<file path="src/rtl/button_conditioner.sv">
`default_nettype none
// ============================================================================
// button_conditioner : synchronise, debounce and pulse-encode push-buttons.
// Optional auto-repeat for masked keys is built when BTN_AUTOREPEAT_EN is defined.
// Revision: 1.0
// ============================================================================
module button_conditioner #(
  parameter int                N_KEYS          = 4,
  parameter logic [15:0]       DEBOUNCE_CYCLES = 16'd20000,
  parameter logic [23:0]       REPEAT_DELAY    = 24'd500000,
  parameter logic [23:0]       REPEAT_PERIOD   = 24'd150000,
  parameter logic [N_KEYS-1:0] REPEAT_MASK     = 4'b0011
) (
  input  logic              i_clk,
  input  logic              i_rst,
  input  logic [N_KEYS-1:0] i_key_n,
  output logic [N_KEYS-1:0] o_press,
  output logic [N_KEYS-1:0] o_level,
  output logic              o_dropped
);

  localparam int              CNT_W   = $clog2(int'(DEBOUNCE_CYCLES));
  localparam logic [CNT_W-1:0] CNT_MAX = CNT_W'(DEBOUNCE_CYCLES - 16'd1);

  if (DEBOUNCE_CYCLES < 16'd2 || REPEAT_DELAY == 24'd0 || REPEAT_PERIOD == 24'd0 ||
      $bits(REPEAT_MASK) != N_KEYS) begin : g_bad_params
    $error("button_conditioner: illegal parameter combination");
  end

  logic [N_KEYS-1:0] sync1_q;
  logic [N_KEYS-1:0] sync2_q;
  logic [N_KEYS-1:0] samp;
  logic [N_KEYS-1:0] level_q;
  logic [N_KEYS-1:0] level_d;
  logic [N_KEYS-1:0] olevel_q;
  logic [N_KEYS-1:0] rise_q;
  logic [N_KEYS-1:0] rpt_req;
  logic [N_KEYS-1:0] req;
  logic [N_KEYS-1:0] win;
  logic [N_KEYS-1:0] press_q;
  logic              dropped_q;
  logic              dropped_d;

  always_ff @(posedge i_clk) begin
    if (i_rst) begin
      sync1_q <= '1;
      sync2_q <= '1;
    end else begin
      sync1_q <= i_key_n;
      sync2_q <= sync1_q;
    end
  end

  assign samp = ~sync2_q;

  for (genvar k = 0; k < N_KEYS; k++) begin : g_debounce
    logic [CNT_W-1:0] cnt_q;
    logic [CNT_W-1:0] cnt_d;
    logic             lvl_d;

    always_comb begin
      cnt_d = cnt_q;
      lvl_d = level_q[k];
      if (samp[k] == level_q[k]) begin
        cnt_d = '0;
      end else if (cnt_q == CNT_MAX) begin
        lvl_d = samp[k];
        cnt_d = '0;
      end else begin
        cnt_d = cnt_q + CNT_W'(1);
      end
    end

    always_ff @(posedge i_clk) begin
      if (i_rst) begin
        cnt_q <= '0;
      end else begin
        cnt_q <= cnt_d;
      end
    end

    assign level_d[k] = lvl_d;
  end

  // o_level trails the debounce decision by one stage; rise_q marks its 0->1 edge
  always_ff @(posedge i_clk) begin
    if (i_rst) begin
      level_q  <= '0;
      olevel_q <= '0;
      rise_q   <= '0;
    end else begin
      level_q  <= level_d;
      olevel_q <= level_q;
      rise_q   <= level_q & ~olevel_q;
    end
  end

`ifdef BTN_AUTOREPEAT_EN
  typedef enum logic [1:0] {
    RPT_IDLE   = 2'd0,
    RPT_WAIT   = 2'd1,
    RPT_REPEAT = 2'd2
  } rpt_state_e;

  localparam logic [23:0] RPT_MAX = (REPEAT_DELAY > REPEAT_PERIOD) ? REPEAT_DELAY : REPEAT_PERIOD;
  localparam int          RCNT_W  = (RPT_MAX > 24'd1) ? $clog2(int'(RPT_MAX)) : 1;
  localparam logic [RCNT_W-1:0] DELAY_LAST  = RCNT_W'(REPEAT_DELAY - 24'd1);
  localparam logic [RCNT_W-1:0] PERIOD_LAST = RCNT_W'(REPEAT_PERIOD - 24'd1);

  for (genvar k = 0; k < N_KEYS; k++) begin : g_repeat
    if (REPEAT_MASK[k]) begin : g_fsm
      rpt_state_e        state_q;
      rpt_state_e        state_d;
      logic [RCNT_W-1:0] rcnt_q;
      logic [RCNT_W-1:0] rcnt_d;
      logic              req_d;

      always_ff @(posedge i_clk) begin
        if (i_rst) begin
          state_q <= RPT_IDLE;
          rcnt_q  <= '0;
        end else begin
          state_q <= state_d;
          rcnt_q  <= rcnt_d;
        end
      end

      // A released key always wins over a due repeat, so no pulse trails a release
      always_comb begin
        state_d = state_q;
        rcnt_d  = rcnt_q;
        req_d   = 1'b0;
        case (state_q)
          RPT_IDLE: begin
            if (rise_q[k]) begin
              state_d = RPT_WAIT;
              rcnt_d  = '0;
            end
          end
          RPT_WAIT: begin
            if (!olevel_q[k]) begin
              state_d = RPT_IDLE;
              rcnt_d  = '0;
            end else if (rcnt_q == DELAY_LAST) begin
              req_d   = 1'b1;
              state_d = RPT_REPEAT;
              rcnt_d  = '0;
            end else begin
              rcnt_d = rcnt_q + RCNT_W'(1);
            end
          end
          RPT_REPEAT: begin
            if (!olevel_q[k]) begin
              state_d = RPT_IDLE;
              rcnt_d  = '0;
            end else if (rcnt_q == PERIOD_LAST) begin
              req_d  = 1'b1;
              rcnt_d = '0;
            end else begin
              rcnt_d = rcnt_q + RCNT_W'(1);
            end
          end
          default: begin
            state_d = RPT_IDLE;
            rcnt_d  = '0;
          end
        endcase
      end

      assign rpt_req[k] = req_d;
    end else begin : g_none
      assign rpt_req[k] = 1'b0;
    end
  end
`else
  assign rpt_req = '0;
`endif

  assign req = rise_q | rpt_req;

  // Highest index wins; losers are simply discarded
  always_comb begin
    win = '0;
    for (int i = 0; i < N_KEYS; i++) begin
      if (req[i]) begin
        win = N_KEYS'(1) << i;
      end
    end
    dropped_d = |(req & ~win);
  end

  always_ff @(posedge i_clk) begin
    if (i_rst) begin
      press_q   <= '0;
      dropped_q <= 1'b0;
    end else begin
      press_q   <= win;
      dropped_q <= dropped_d;
    end
  end

  assign o_press   = press_q;
  assign o_level   = olevel_q;
  assign o_dropped = dropped_q;

endmodule
`default_nettype wire

</file>
<file path="config.mk">
export PLATFORM = sky130hd
export DESIGN_NAME = button_conditioner
export DESIGN_NICKNAME = d
export VERILOG_FILES = /design/src/rtl/button_conditioner.sv
export SDC_FILE = /design/constraint.sdc
export NUM_CORES = 1
export LEC_CHECK = 0
export BUFFER_PORTS_ARGS = -buffer_cell sky130_fd_sc_hd__buf_4
export CORE_UTILIZATION = 55
export DETAILED_ROUTE_END_ITERATION = 8
export PLACE_DENSITY = 0.82
export SYNTH_ARGS = -nofsm -noshare
export SYNTH_HDL_FRONTEND = slang
export SYNTH_SLANG_ARGS = --single-unit
</file>
<file path="constraint.sdc">
create_clock -name i_clk -period 3.9 [get_ports i_clk]
set_input_delay 0.585 -clock i_clk [delete_from_list [all_inputs] [get_ports i_clk]]
set_output_delay 0.585 -clock i_clk [all_outputs]
set_load 0.02 [all_outputs]
</file>
Yosys cells after proc, flatten, opt, wreduce, memory -nomap -nowiden --
Index checks and enable logic that the tools add are counted. W data, S select, Z words.
Storage, ports and cells: bits in registers 85, latch bits 0, RAM bits 0, memory bits (read-only) 0, input bits 6, memories kept 0
Cells by class: add/sub/neg operators 4, multipliers 0, div/mod/pow operators 0, $lt $le $gt $ge 0, eq/ne operators 8, shift-type cells 0, mux-type cells 4, bitwise gates (word level) 9, reductions and logical operators 9
Operators with widths (count):
- $add A15 B1 Y15 const B | 4
- $eq A15 B15 Y1 const B | 4
- $mux W4 | 3
- $not A4 Y4 | 3
- $reduce_or A3 Y1 | 4
- $and A4 B4 Y4 | 2
- $reduce_and A2 Y1 | 4
- $eq A1 B1 Y1 | 4
- $not A1 Y1 | 4
- $reduce_or A4 Y1 | 1
- $mux W1 | 1

Logic depth before layout (Yosys ltp) --
Gate-level depths: netlist of run 1.
depth after elaboration 7, mapped depth 8, mapped depth without buffers 5

Least setup slack after synthesis of run 1 --
No wires, ideal clock.
path kind flip-flop to flip-flop, start point register g_debounce[2].cnt_q[0], end point register g_debounce[2].cnt_q[11], arrival 1.714 ns, data required time 3.838 ns, slack 2.124 ns, stages on the path, launching flop included 9, path buffers 3, clock period less this slack 1.776 ns, cells stage by stage dfxtp_1 -> ha_1 -> and4_4 -> buf_6 -> and4_4 -> or3_1 -> buf_6 -> buf_12 -> nor2_4
On the way: word-level cells in the longest chain between the ends 2, elaborated cells between the ends (all ways) 3, classes of those cells add/sub: 1; eq/ne: 1; reduce/logical: 1
Ends and longest elaborated chain:
- start: declaration | RTL line 57 | logic [CNT_W-1:0] cnt_q;
- start signal: assignment | RTL line 78 | cnt_q <= cnt_d;
- parallel branches: the longest is 2 deep, another holds $add A15 B1 Y15
Several ways; the timed one is not identified. A chain may end at the register's enable or synchronous reset.

Final worst setup path of run 1 --
start point register g_debounce[2].cnt_q[0], end point register g_debounce[2].cnt_q[3]
Same word-level chain as after synthesis.

==> summary.txt, run 1 <==
Setup path
  – Reg2Reg Depth: 5
  – Data required time of the critical path: 4100 ps
  – Endpoint of the worst-slack reg-to-reg timing path: g_debounce[2].cnt_q[3]
  – Largest fanout of any net on the critical path: 15
  – Worst Setup Path Type: flop to flop
  – Crit path DAT: between 2000 and 2500 ps
  – Worst r2r src: g_debounce[2].cnt_q[0]
  – Kind of start point of the critical path: flop
  – Reg2reg setup slack: 1750 ps
  – Kind of end point of the critical path: flop

Synthesis
  – Leading cell type by number of instances after synthesis: dfxtp_1
  – Synth top cells by count: 85 x dfxtp_1, 44 x nor2_1, 33 x xor2_1, 21 x nand3_1
  – Top cells by area, synth: dfxtp_1 47%, xor2_1 8.1%, nor2_4 5.0%
  – Post-synth EDFFs: 0
  – Mean Syn Cell Area: 9.835 µm²
  – Async set or reset register ratio after synthesis: 0%
  – Post-Syn Nets: approximately 380
  – Sequential fraction of the synthesis area: between 40% and 50%
  – Leading area contributor after synthesis: dfxtp_1
  – Yosys synthesis warning count: 0
  – Synth Register Bits: 85
  – Post-Syn Area: 3590 µm²
  – Distinct cells, synth: 35
  – Instance count of the mapped netlist: approximately 370
  – Area share of the largest cell type after synthesis: 47.40%
  – Predominant post-synthesis flop cell: dfxtp_1

Floorplanning
  – Core footprint: 6314 µm²
  – DIE HEIGHT: 82.79 µm
  – Horizontal die dimension: 82.79 µm
  – Die Outline Area: slightly below 7000 µm²
  – Initial core utilization: 56.86%
  – Num rows: 29
  – Top Ports: 15

GRT
  – Number of antenna violations at the first check in global routing: 0
  – Vias in the first global route: 2152
  – Maximum number of pins on one net before global-route repair: 26
  – Global-route wire length before repair: 9418 µm
  – Global-route usage over all layers: 18.50%
  – Total grt overflow: 0

Routing
  – Total length of routed wires: around 5600 µm
  – Number of nets still failing antenna checks after routing: 0
  – Drt pass-1 iters: 5
  – Routed wirelength normalized by instance count: 12.33 µm
  – DRC violation total after the first TritonRoute iteration: 78
  – DR vias: 2456
  – Via/cell ratio: 5.374
  – Residual DRC: 0

STA
  – Hold Violations, Final: 0
  – Worst slew margin relative to its limit: approximately a third
  – Number of endpoints failing setup at the final stage: 0
  – Achievable frequency: 464.2 MHz
  – Total count of max-transition violations in the final report: 0
  – Worst hold slack: approximately 400 ps
  – Unrepaired setup endpoints after global routing: false
  – Transition time at the pin with the least slew margin: 992.4 ps
  – Post-layout min period: 2154 ps
  – Worst-case clock skew: 8.113 ps
  – Setup TNS after final layout: 0 ps
  – Crit share post-route: a little under three fifths

Final layout
  – Antenna diodes: 0
  – Layout net count: 385
  – Number of non-filler instances in the completed layout: 457
  – Share of layout cells above drive strength 1: 15.79%
  – Area Growth Syn to Fin: 7.598%

Power
  – Part of the power in registers: 58.0%
  – Share of total power in the clock network: about 40%
  – Power density over the cells: 390.4 nW/µm²
  – Gate power share: 1.4%
  – Switching part of the total power: 20.68%
  – Net Switching: between 300 and 400 µW
  – Maximum ir drop on the vdd rail: ~250 µV
  – Internal power summed over all cells: approximately 1.2 mW
  – P_leak: 1.269 nW
  – PnR Total Power: 1.508 mW

Clock tree
  – Worst-case clock buffer depth: 2
  – Clock transition at the register clock pins on the worst setup and hold paths after CTS: 80 ps
  – PostCTS Resize Cnt: 0
  – Number of sinks driven by the clock tree: 85
  – TritonCTS clock tree: done
  – Number of buffers created by CTS: 9
  – Clock latency on the worst-skew pair: 360 ps
  – Clock root buffer: clkbuf_8
  – Level count of the clock H-tree: 3
  – Total setup buffers inserted after CTS: 0
  – Hold Buf Count CTS: 0

Place
  – Number of placed instances, taps included: 441
  – Half-perimeter wire length of the detailed placement result: 3859 µm
  – Final estimated routing congestion in global placement: 0.8041
  – Number of port buffers: 14

Hold path
  – Hold Path Depth: 2
  – Startpoint of the tightest hold check path: i_key_n[2]
  – Worst min-delay path category: primary input to flop
  – Hold Path Sink: sync1_q[2]

Status
  – Run status: complete, no violations

Flow run
  – Max Cap Violations: 0
## flip-flops by register name, indices dropped and copies added (netlist names)
register and flops:
g_debounce.cnt_q 60, level_q 4, o_level 4, o_press 4
req 4, sync1_q 4, sync2_q 4, o_dropped 1
## how the worst max path moves through the flow
stage | start | endpoint | slack, ps | depth (start not counted)
after floorplan | g_debounce[2].cnt_q[0] | g_debounce[2].cnt_q[11] | 2120 | 8
after global placement | g_debounce[2].cnt_q[0] | g_debounce[2].cnt_q[4] | 1820 | 5
after detailed placement | g_debounce[0].cnt_q[0] | g_debounce[0].cnt_q[2] | 1740 | 5
after CTS | g_debounce[2].cnt_q[0] | g_debounce[2].cnt_q[3] | 1720 | 5
after global routing | g_debounce[2].cnt_q[0] | g_debounce[2].cnt_q[3] | 1560 | 5
final | g_debounce[2].cnt_q[0] | g_debounce[2].cnt_q[3] | 1750 | 5
## final cells by class
type                       instances  area (µm²)
clock buffer                      13       148.9
clock inverter                     3       43.79
fill                             536        2451
inverter                           6       22.52
multi-input combinational        259        1744
sequential                        85        1702
tap                               77       96.34
timing repair buffer              14       105.1
## kinds of logic after synthesis
logic type / share of synthesized area, %
compound gates: 1.534
xor+xnor: 12.93
fa+ha+maj: 1.673
buf+inv: 4.008
flops: 47.40
mux: 0.2789
simple gates: 32.17
## worst max-delay path, stage by stage (launching register included)
cell and delay [ps]:
dfxtp_1 390, ha_1 220, and4_4 280, and4_4 220, or3_1 760, nor2_1 120
## power by group through the flow
stage	logic, mW	registers [mW]	clock network [mW]
floorplan	0.0188	0.895	0
global placement	0.0211	0.895	0
detailed placement	0.0217	0.896	0
CTS	0.0217	0.875	0.625
global route	0.0239	0.876	0.661
finish	0.0212	0.875	0.612
## routing by layer
metal / GRT usage [%] / routed length [µm] / vias to the layer above
li1: - / - / 1265
met1: 22.28 / 2759 / 1153
met2: 30.00 / 2591 / 28
met3: 4.262 / 150 / 10
met4: 10.86 / 131 / 0
met5: 0 / 0 / -
## stage by stage
step                utilization, %  area, µm²  setup WS [ps]
floorplan                        -       3590           2124
global placement             58.13       3670           1825
detailed placement           58.13       3670           1737
CTS                          61.18       3862           1721
global route                 61.18       3862           1560
finish                       61.18       3862           1746
## layout by cell type, fill, tap and decap left out, types with 10 or more instances in the layout
| master | n |
|---|---|
| clkbuf_8 | 10 |
| dfxtp_1 | 85 |
| nor2_1 | 44 |
| xnor2_1 | 20 |
| nand3_1 | 21 |
| nor2_4 | 16 |
| nand4_1 | 20 |
| buf_4 | 14 |
| nand2_1 | 14 |
| xor2_1 | 33 |
Power figures use the tool's default switching activity.
==> run 2: changes to the inputs <==
- clock period: 3.9 -> 2.1 ns (I/O delays scaled with it)
==> run 2 against run 1 <==
Net effect:
- routed wire length grew 0.73%
- maximum frequency up 22%
- setup slack got worse by 1400 ps
- cell count grew 0.66%
- sequential share of layout area is 0.42 points lower
- worst hold slack got worse by 260 ps
- count of clock-buffer cells in the layout decreased by 1
- clock power is 99% higher
==> summary.txt, run 2 (synthesis results as in run 1) <==
Setup path
  – Worst Setup Path Type: flop to flop
  – Worst r2r src: g_debounce[2].cnt_q[0]
  – Kind of start point of the critical path: flop
  – Reg2Reg Depth: 6 (+1)
  – Crit path DAT: 2050 ps (-310 ps)
  – Largest fanout of any net on the critical path: 15 (unchanged)
  – Kind of end point of the critical path: flop
  – Data required time of the critical path: 2380 ps (-1720 ps)
  – Endpoint of the worst-slack reg-to-reg timing path: g_debounce[2].cnt_q[2]
  – Reg2reg setup slack: 330 ps (-1410 ps)

STA
  – Transition time at the pin with the least slew margin: 485.3 ps (-507.1 ps)
  – Worst slew margin relative to its limit: 67.65% (+34 points)
  – Setup TNS after final layout: 0 ps (unchanged)
  – Number of endpoints failing setup at the final stage: 0 (unchanged)
  – Achievable frequency: 566.4 MHz (+22%)
  – Worst setup slack after layout: 334.4 ps (-1411 ps)
  – Hold Violations, Final: 0 (unchanged)
  – Worst-case clock skew: 7.597 ps (-0.5169 ps)
  – Total count of max-transition violations in the final report: 0 (unchanged)
  – Crit share post-route: 84.08% (+29 points)
  – Unrepaired setup endpoints after global routing: false
  – Post-layout min period: 1766 ps (-388.6 ps)

Routing
  – Residual DRC: 0 (unchanged)
  – DR vias: 2481 (+1.0%)
  – Routed wirelength normalized by instance count: 12.33 µm (about the same)
  – Total length of routed wires: 5674 µm (+0.73%)
  – Drt pass-1 iters: 4 (-1)
  – Via/cell ratio: 5.393 (+0.36%)
  – DRC violation total after the first TritonRoute iteration: 59 (-24%)
  – Number of nets still failing antenna checks after routing: 0 (unchanged)

GRT
  – Maximum number of pins on one net before global-route repair: 26 (unchanged)
  – Vias in the first global route: 2229 (+3.6%)
  – Number of antenna violations at the first check in global routing: 0 (unchanged)
  – Global-route wire length before repair: 9591 µm (+1.8%)
  – Global-route usage over all layers: 18.58% (+0.083 points)
  – Total grt overflow: 0 (unchanged)

Clock tree
  – Clock latency on the worst-skew pair: 350 ps (about the same)
  – Number of buffers created by CTS: 9 (unchanged)
  – PostCTS Resize Cnt: 0 (unchanged)
  – Clock root buffer: clkbuf_8
  – Level count of the clock H-tree: 3 (unchanged)
  – Total setup buffers inserted after CTS: 0 (unchanged)
  – Number of sinks driven by the clock tree: 85 (unchanged)
  – Hold Buf Count CTS: 0 (unchanged)
  – Clock transition at the register clock pins on the worst setup and hold paths after CTS: 80 ps (about the same)
  – Worst-case clock buffer depth: 2 (unchanged)
  – TritonCTS clock tree: done

Floorplanning
  – Horizontal die dimension: 82.79 µm (unchanged)
  – Top Ports: 15 (unchanged)
  – Core footprint: 6314 µm² (unchanged)
  – Num rows: 29 (unchanged)
  – Initial core utilization: 56.86% (unchanged)
  – Die Outline Area: 6854 µm² (unchanged)
  – DIE HEIGHT: 82.79 µm (unchanged)

Power
  – P_leak: 1.285 nW (+1.3%)
  – Maximum ir drop on the vdd rail: 465.0 µV (+86%)
  – Power density over the cells: 740.1 nW/µm² (+90%)
  – PnR Total Power: 2.887 mW (+91%)

Final layout
  – Largest register FFs: 60 (unchanged)
  – Antenna diodes: 0 (unchanged)
  – Fraction of the core area covered by cells at the end of the flow: 61.77% (+0.59 points)
  – Layout net count: 388 (+0.78%)
  – Leading cell type in the layout, fill and taps excluded: dfxtp_1
  – Largest Register: g_debounce.cnt_q
  – Number of fillers in the final layout: 537 (+0.19%)
  – Number of non-filler instances in the completed layout: 460 (+0.66%)
  – Share of layout cells above drive strength 1: 16.45% (+0.66 points)
  – Top library cells by usage in the layout, fill and taps aside: 85 x dfxtp_1, 44 x nor2_1, 33 x xor2_1
  – Area Growth Syn to Fin: 8.644%

Place
  – Half-perimeter wire length of the detailed placement result: 3809 µm (-1.3%)
  – Number of placed instances, taps included: 444 (+0.68%)
  – Post-placement setup slack: 347.2 ps (-1390 ps)
  – Final estimated routing congestion in global placement: 0.8292 (+3.1%)
  – Number of port buffers: 14 (unchanged)

Hold path
  – Startpoint of the tightest hold check path: i_key_n[3]
  – Worst min-delay path category: primary input to flop
  – Hold Path Depth: 2 (unchanged)
  – Hold Path Sink: sync1_q[3]

Flow run
  – Max Cap Violations: 0 (unchanged)

Status
  – Run status: complete, no violations
-- run 2: cell types whose count changed in the layout (fill, tap and decap cells not counted), sizes merged --
cell,change
buf,+3
bufinv,+1
inv,-1
clkinvlp,+1
clkbuf,-1
-- run 2: worst max path at each step --
stage / start / slack [ps] / cells past startpoint / endpoint
detailed placement: g_debounce[2].cnt_q[0] / 350 / 6 / g_debounce[2].cnt_q[2]
global placement: g_debounce[2].cnt_q[0] / 430 / 6 / g_debounce[2].cnt_q[2]
CTS: g_debounce[2].cnt_q[0] / 320 / 6 / g_debounce[2].cnt_q[2]
finish: g_debounce[2].cnt_q[0] / 330 / 6 / g_debounce[2].cnt_q[2]
global route: g_debounce[3].cnt_q[0] / 130 / 5 / g_debounce[3].cnt_q[3]
floorplan: g_debounce[2].cnt_q[0] / 320 / 8 / g_debounce[2].cnt_q[13]
-- run 2: final cells by class --
cell class                      count  area, µm²  area share, %
Tap cell                           77      96.34          2.470
Multi-Input combinational cell    259       1744          44.72
Clock buffer                       12      135.1          3.465
Clock inverter                      4      72.57          1.861
Timing Repair Buffer               17      127.6          3.272
Inverter                            6      22.52         0.5775
Sequential cell                    85       1702          43.63
-- run 2: per-stage QoR --
step | hold slack (ps) | area, µm²
after floorplan | 389.5 | 3590
after global placement | 394.8 | 3692
after detailed placement | 395.7 | 3692
after CTS | 133.5 | 3900
after global routing | 124.9 | 3900
final | 145.1 | 3900
-- run 2: per-layer routing --
layer / GRT usage (%) / vias up / routed length, µm
met4: 8.793 / 0 / 112
met2: 29.10 / 43 / 2561
met5: 0 / - / 0
met3: 6.448 / 10 / 227
met1: 22.76 / 1155 / 2773
li1: - / 1273 / -
-- run 2: power breakdown --
part           internal (mW)  total (mW)  switching (mW)
Combinational         0.0169      0.0415          0.0246
Clock                  0.670        1.22           0.551
Sequential              1.62        1.63         0.00549
Total                   2.31        2.89           0.581
-- run 2: critical path, stage by stage (launching register included) --
cell,delay (ps)
dfxtp_1,350
ha_1,250
and4_4,230
and4_4,150
or3_1,330
buf_4,240
nor2_1,140
==> run 3: changes to the inputs <==
- clock period: 2.1 -> 1.75 ns (I/O delays scaled with it)
==> run 3 against run 2 <==
Net effect:
- final area grew 1.5%
- largest cell class unchanged
- sequential share of layout area down 0.63 points
- flip-flop and latch count unchanged
- register-to-register slack got worse by 270 ps
- highest routed layer unchanged
- first-iteration DRC count up 36%
- critical path type unchanged
- cell count up 0.87%
- die area stayed put
- maximum frequency increased by 4.7%
- non-clock buffer count up 5
==> summary.txt, run 3 (synthesis results as in run 1) <==
Floorplanning
  – Initial core utilization: 56.86% (unchanged)
  – DIE HEIGHT: 82.79 µm (unchanged)
  – Top Ports: 15 (unchanged)
  – Die Outline Area: 6854 µm² (unchanged)
  – Horizontal die dimension: 82.79 µm (unchanged)
  – Core footprint: 6314 µm² (unchanged)
  – Num rows: 29 (unchanged)

Clock tree
  – Level count of the clock H-tree: 3 (unchanged)
  – Number of buffers created by CTS: 9 (unchanged)
  – PostCTS Resize Cnt: 0 (unchanged)
  – Worst-case clock buffer depth: 2 (unchanged)
  – Clock latency on the worst-skew pair: 350 ps (about the same)
  – Clock transition at the register clock pins on the worst setup and hold paths after CTS: 80 ps (about the same)
  – Clock root buffer: clkbuf_8
  – Total setup buffers inserted after CTS: 0 (unchanged)
  – Hold Buf Count CTS: 0 (unchanged)
  – Number of sinks driven by the clock tree: 85 (unchanged)
  – TritonCTS clock tree: done

STA
  – Transition time at the pin with the least slew margin: 437.1 ps (-48.24 ps)
  – Hold Violations, Final: 0 (unchanged)
  – Crit share post-route: 96.32% (+12 points)
  – Unrepaired setup endpoints after global routing: false
  – Worst slew margin relative to its limit: 70.45% (+2.8 points)
  – Worst-case clock skew: 7.789 ps (+0.1925 ps)
  – Worst hold slack: 94.07 ps (-51.01 ps)
  – Achievable frequency: 593.3 MHz (+4.7%)
  – Number of endpoints failing setup at the final stage: 0 (unchanged)
  – Total count of max-transition violations in the final report: 0 (unchanged)
  – Post-layout min period: 1686 ps (-80.03 ps)
  – Setup TNS after final layout: 0 ps (unchanged)

Routing
  – Drt pass-1 iters: 4 (unchanged)
  – Total length of routed wires: 5642 µm (-0.56%)
  – Number of nets still failing antenna checks after routing: 0 (unchanged)
  – Routed wirelength normalized by instance count: 12.16 µm (-1.4%)
  – Via/cell ratio: 5.362 (-0.58%)
  – DRC violation total after the first TritonRoute iteration: 80 (+36%)
  – Residual DRC: 0 (unchanged)
  – DR vias: 2488 (+0.28%)

Setup path
  – Slowest cell on the critical path: or3_1
  – Biggest cell delay along the critical path: 360 ps (about the same)
  – Worst Setup Path Type: flop to flop
  – Kind of end point of the critical path: flop
  – Largest fanout of any net on the critical path: 15 (unchanged)
  – Kind of start point of the critical path: flop
  – Cell-by-cell listing of the critical path: ha_2 > and4_4 > and4_4 > or3_1 > buf_12 > a21oi_1
  – Reg2Reg Depth: 6 (unchanged)
  – Crit path DAT: 1950 ps (-100 ps)
  – Most numerous cell on the critical path: and4_4
  – Data required time of the critical path: 2020 ps (-360 ps)

GRT
  – Maximum number of pins on one net before global-route repair: 26 (unchanged)
  – Number of antenna violations at the first check in global routing: 0 (unchanged)
  – Global-route usage over all layers: 18.54% (-0.042 points)
  – Total grt overflow: 0 (unchanged)
  – Global-route wire length before repair: 9597 µm (about the same)
  – Vias in the first global route: 2300 (+3.2%)

Place
  – Placed Instance Area: 3757 µm² (+1.8%)
  – Final estimated routing congestion in global placement: 0.8163 (-1.6%)
  – Number of placed instances, taps included: 449 (+1.1%)
  – Half-perimeter wire length of the detailed placement result: 3866 µm (+1.5%)
  – Number of port buffers: 14 (unchanged)

Final layout
  – Largest register FFs: 60 (unchanged)
  – Share of layout cells above drive strength 1: 18.60% (+2.2 points)
  – Area Growth Syn to Fin: 10.25%
  – Antenna diodes: 0 (unchanged)
  – Top library cells by usage in the layout, fill and taps aside: 85 x dfxtp_1, 44 x nor2_1, 33 x xor2_1
  – Leading cell type in the layout, fill and taps excluded: dfxtp_1
  – Fraction of the core area covered by cells at the end of the flow: 62.68% (+0.91 points)
  – Number of non-filler instances in the completed layout: 464 (+0.87%)
  – Largest Register: g_debounce.cnt_q
  – Post-layout instance area: 3958 µm² (+1.5%)
  – Layout net count: 393 (+1.3%)

Power
  – P_leak: 1.321 nW (+2.8%)
  – Maximum ir drop on the vdd rail: 830.0 µV (+79%)
  – Power density over the cells: 854.6 nW/µm² (+15%)

Flow run
  – Max Cap Violations: 0 (unchanged)

Hold path
  – Worst min-delay path category: primary input to flop
  – Hold Path Depth: 2 (unchanged)

Status
  – Run status: complete, no violations
==> run 3: cell count changes in the layout (fill, tap and decap cells not counted), sizes merged <==
cell      change
buf           +5
clkbuf        -2
inv           +2
clkinvlp      -1
bufinv        -1
clkinv        +1
==> run 3: routing by layer <==
| layer | vias to the layer above | global-route usage (%) | wire, µm |
|---|---|---|---|
| met1 | 1138 | 21.56 | 2659 |
| met4 | 0 | 5.862 | 76 |
| met5 | - | 0 | 0 |
| met2 | 53 | 30.82 | 2651 |
| met3 | 10 | 7.760 | 255 |
| li1 | 1287 | - | - |
==> run 3: layout make-up <==
| class | instances | area [µm²] |
|---|---|---|
| Tap cell | 77 | 96.34 |
| Fill cell | 520 | 2356 |
| Clock buffer | 10 | 137.6 |
| Sequential cell | 85 | 1702 |
| Clock inverter | 5 | 57.56 |
| Multi-Input combinational cell | 259 | 1752 |
| Timing Repair Buffer | 22 | 190.2 |
| Inverter | 6 | 22.52 |
==> run 3: critical path, delay by kind of cell, from the launching register on <==
| kind | cells | cell delay, ps |
|---|---|---|
| AO/OA/AOI/OAI | 1 | 160 |
| adder cells (fa/ha/maj) | 1 | 200 |
| buffers and inverters | 1 | 190 |
| flip-flops | 1 | 330 |
| AND/OR/NAND/NOR | 3 | 720 |
==> run 3: metrics by stage <==
| step | setup slack [ps] | total power, mW |
|---|---|---|
| after floorplan | 12.65 | 2.036 |
| after global placement | 125.6 | 2.052 |
| after detailed placement | 95.37 | 2.054 |
| after CTS | 14.19 | 3.423 |
| after global routing | 3.523 | 3.525 |
| final | 64.39 | 3.382 |
==> run 3: report_power, final <==
part           switching (mW)  total [mW]  leakage (nW)  internal, mW
Clock                   0.679        1.37         0.103         0.696
Combinational          0.0319      0.0588         0.532        0.0269
Sequential            0.00522        1.95         0.687          1.94
==> run 3: path summary, 6_finish.rpt <==
check	startpoint	to	slack, ps
setup / recovery	g_debounce[0].cnt_q[1]	g_debounce[0].cnt_q[13]	60
hold / removal	i_key_n[2]	sync1_q[2]	90
setup reg to reg	g_debounce[0].cnt_q[1]	g_debounce[0].cnt_q[13]	60
hold reg to reg	o_level[1]	req[1]	410
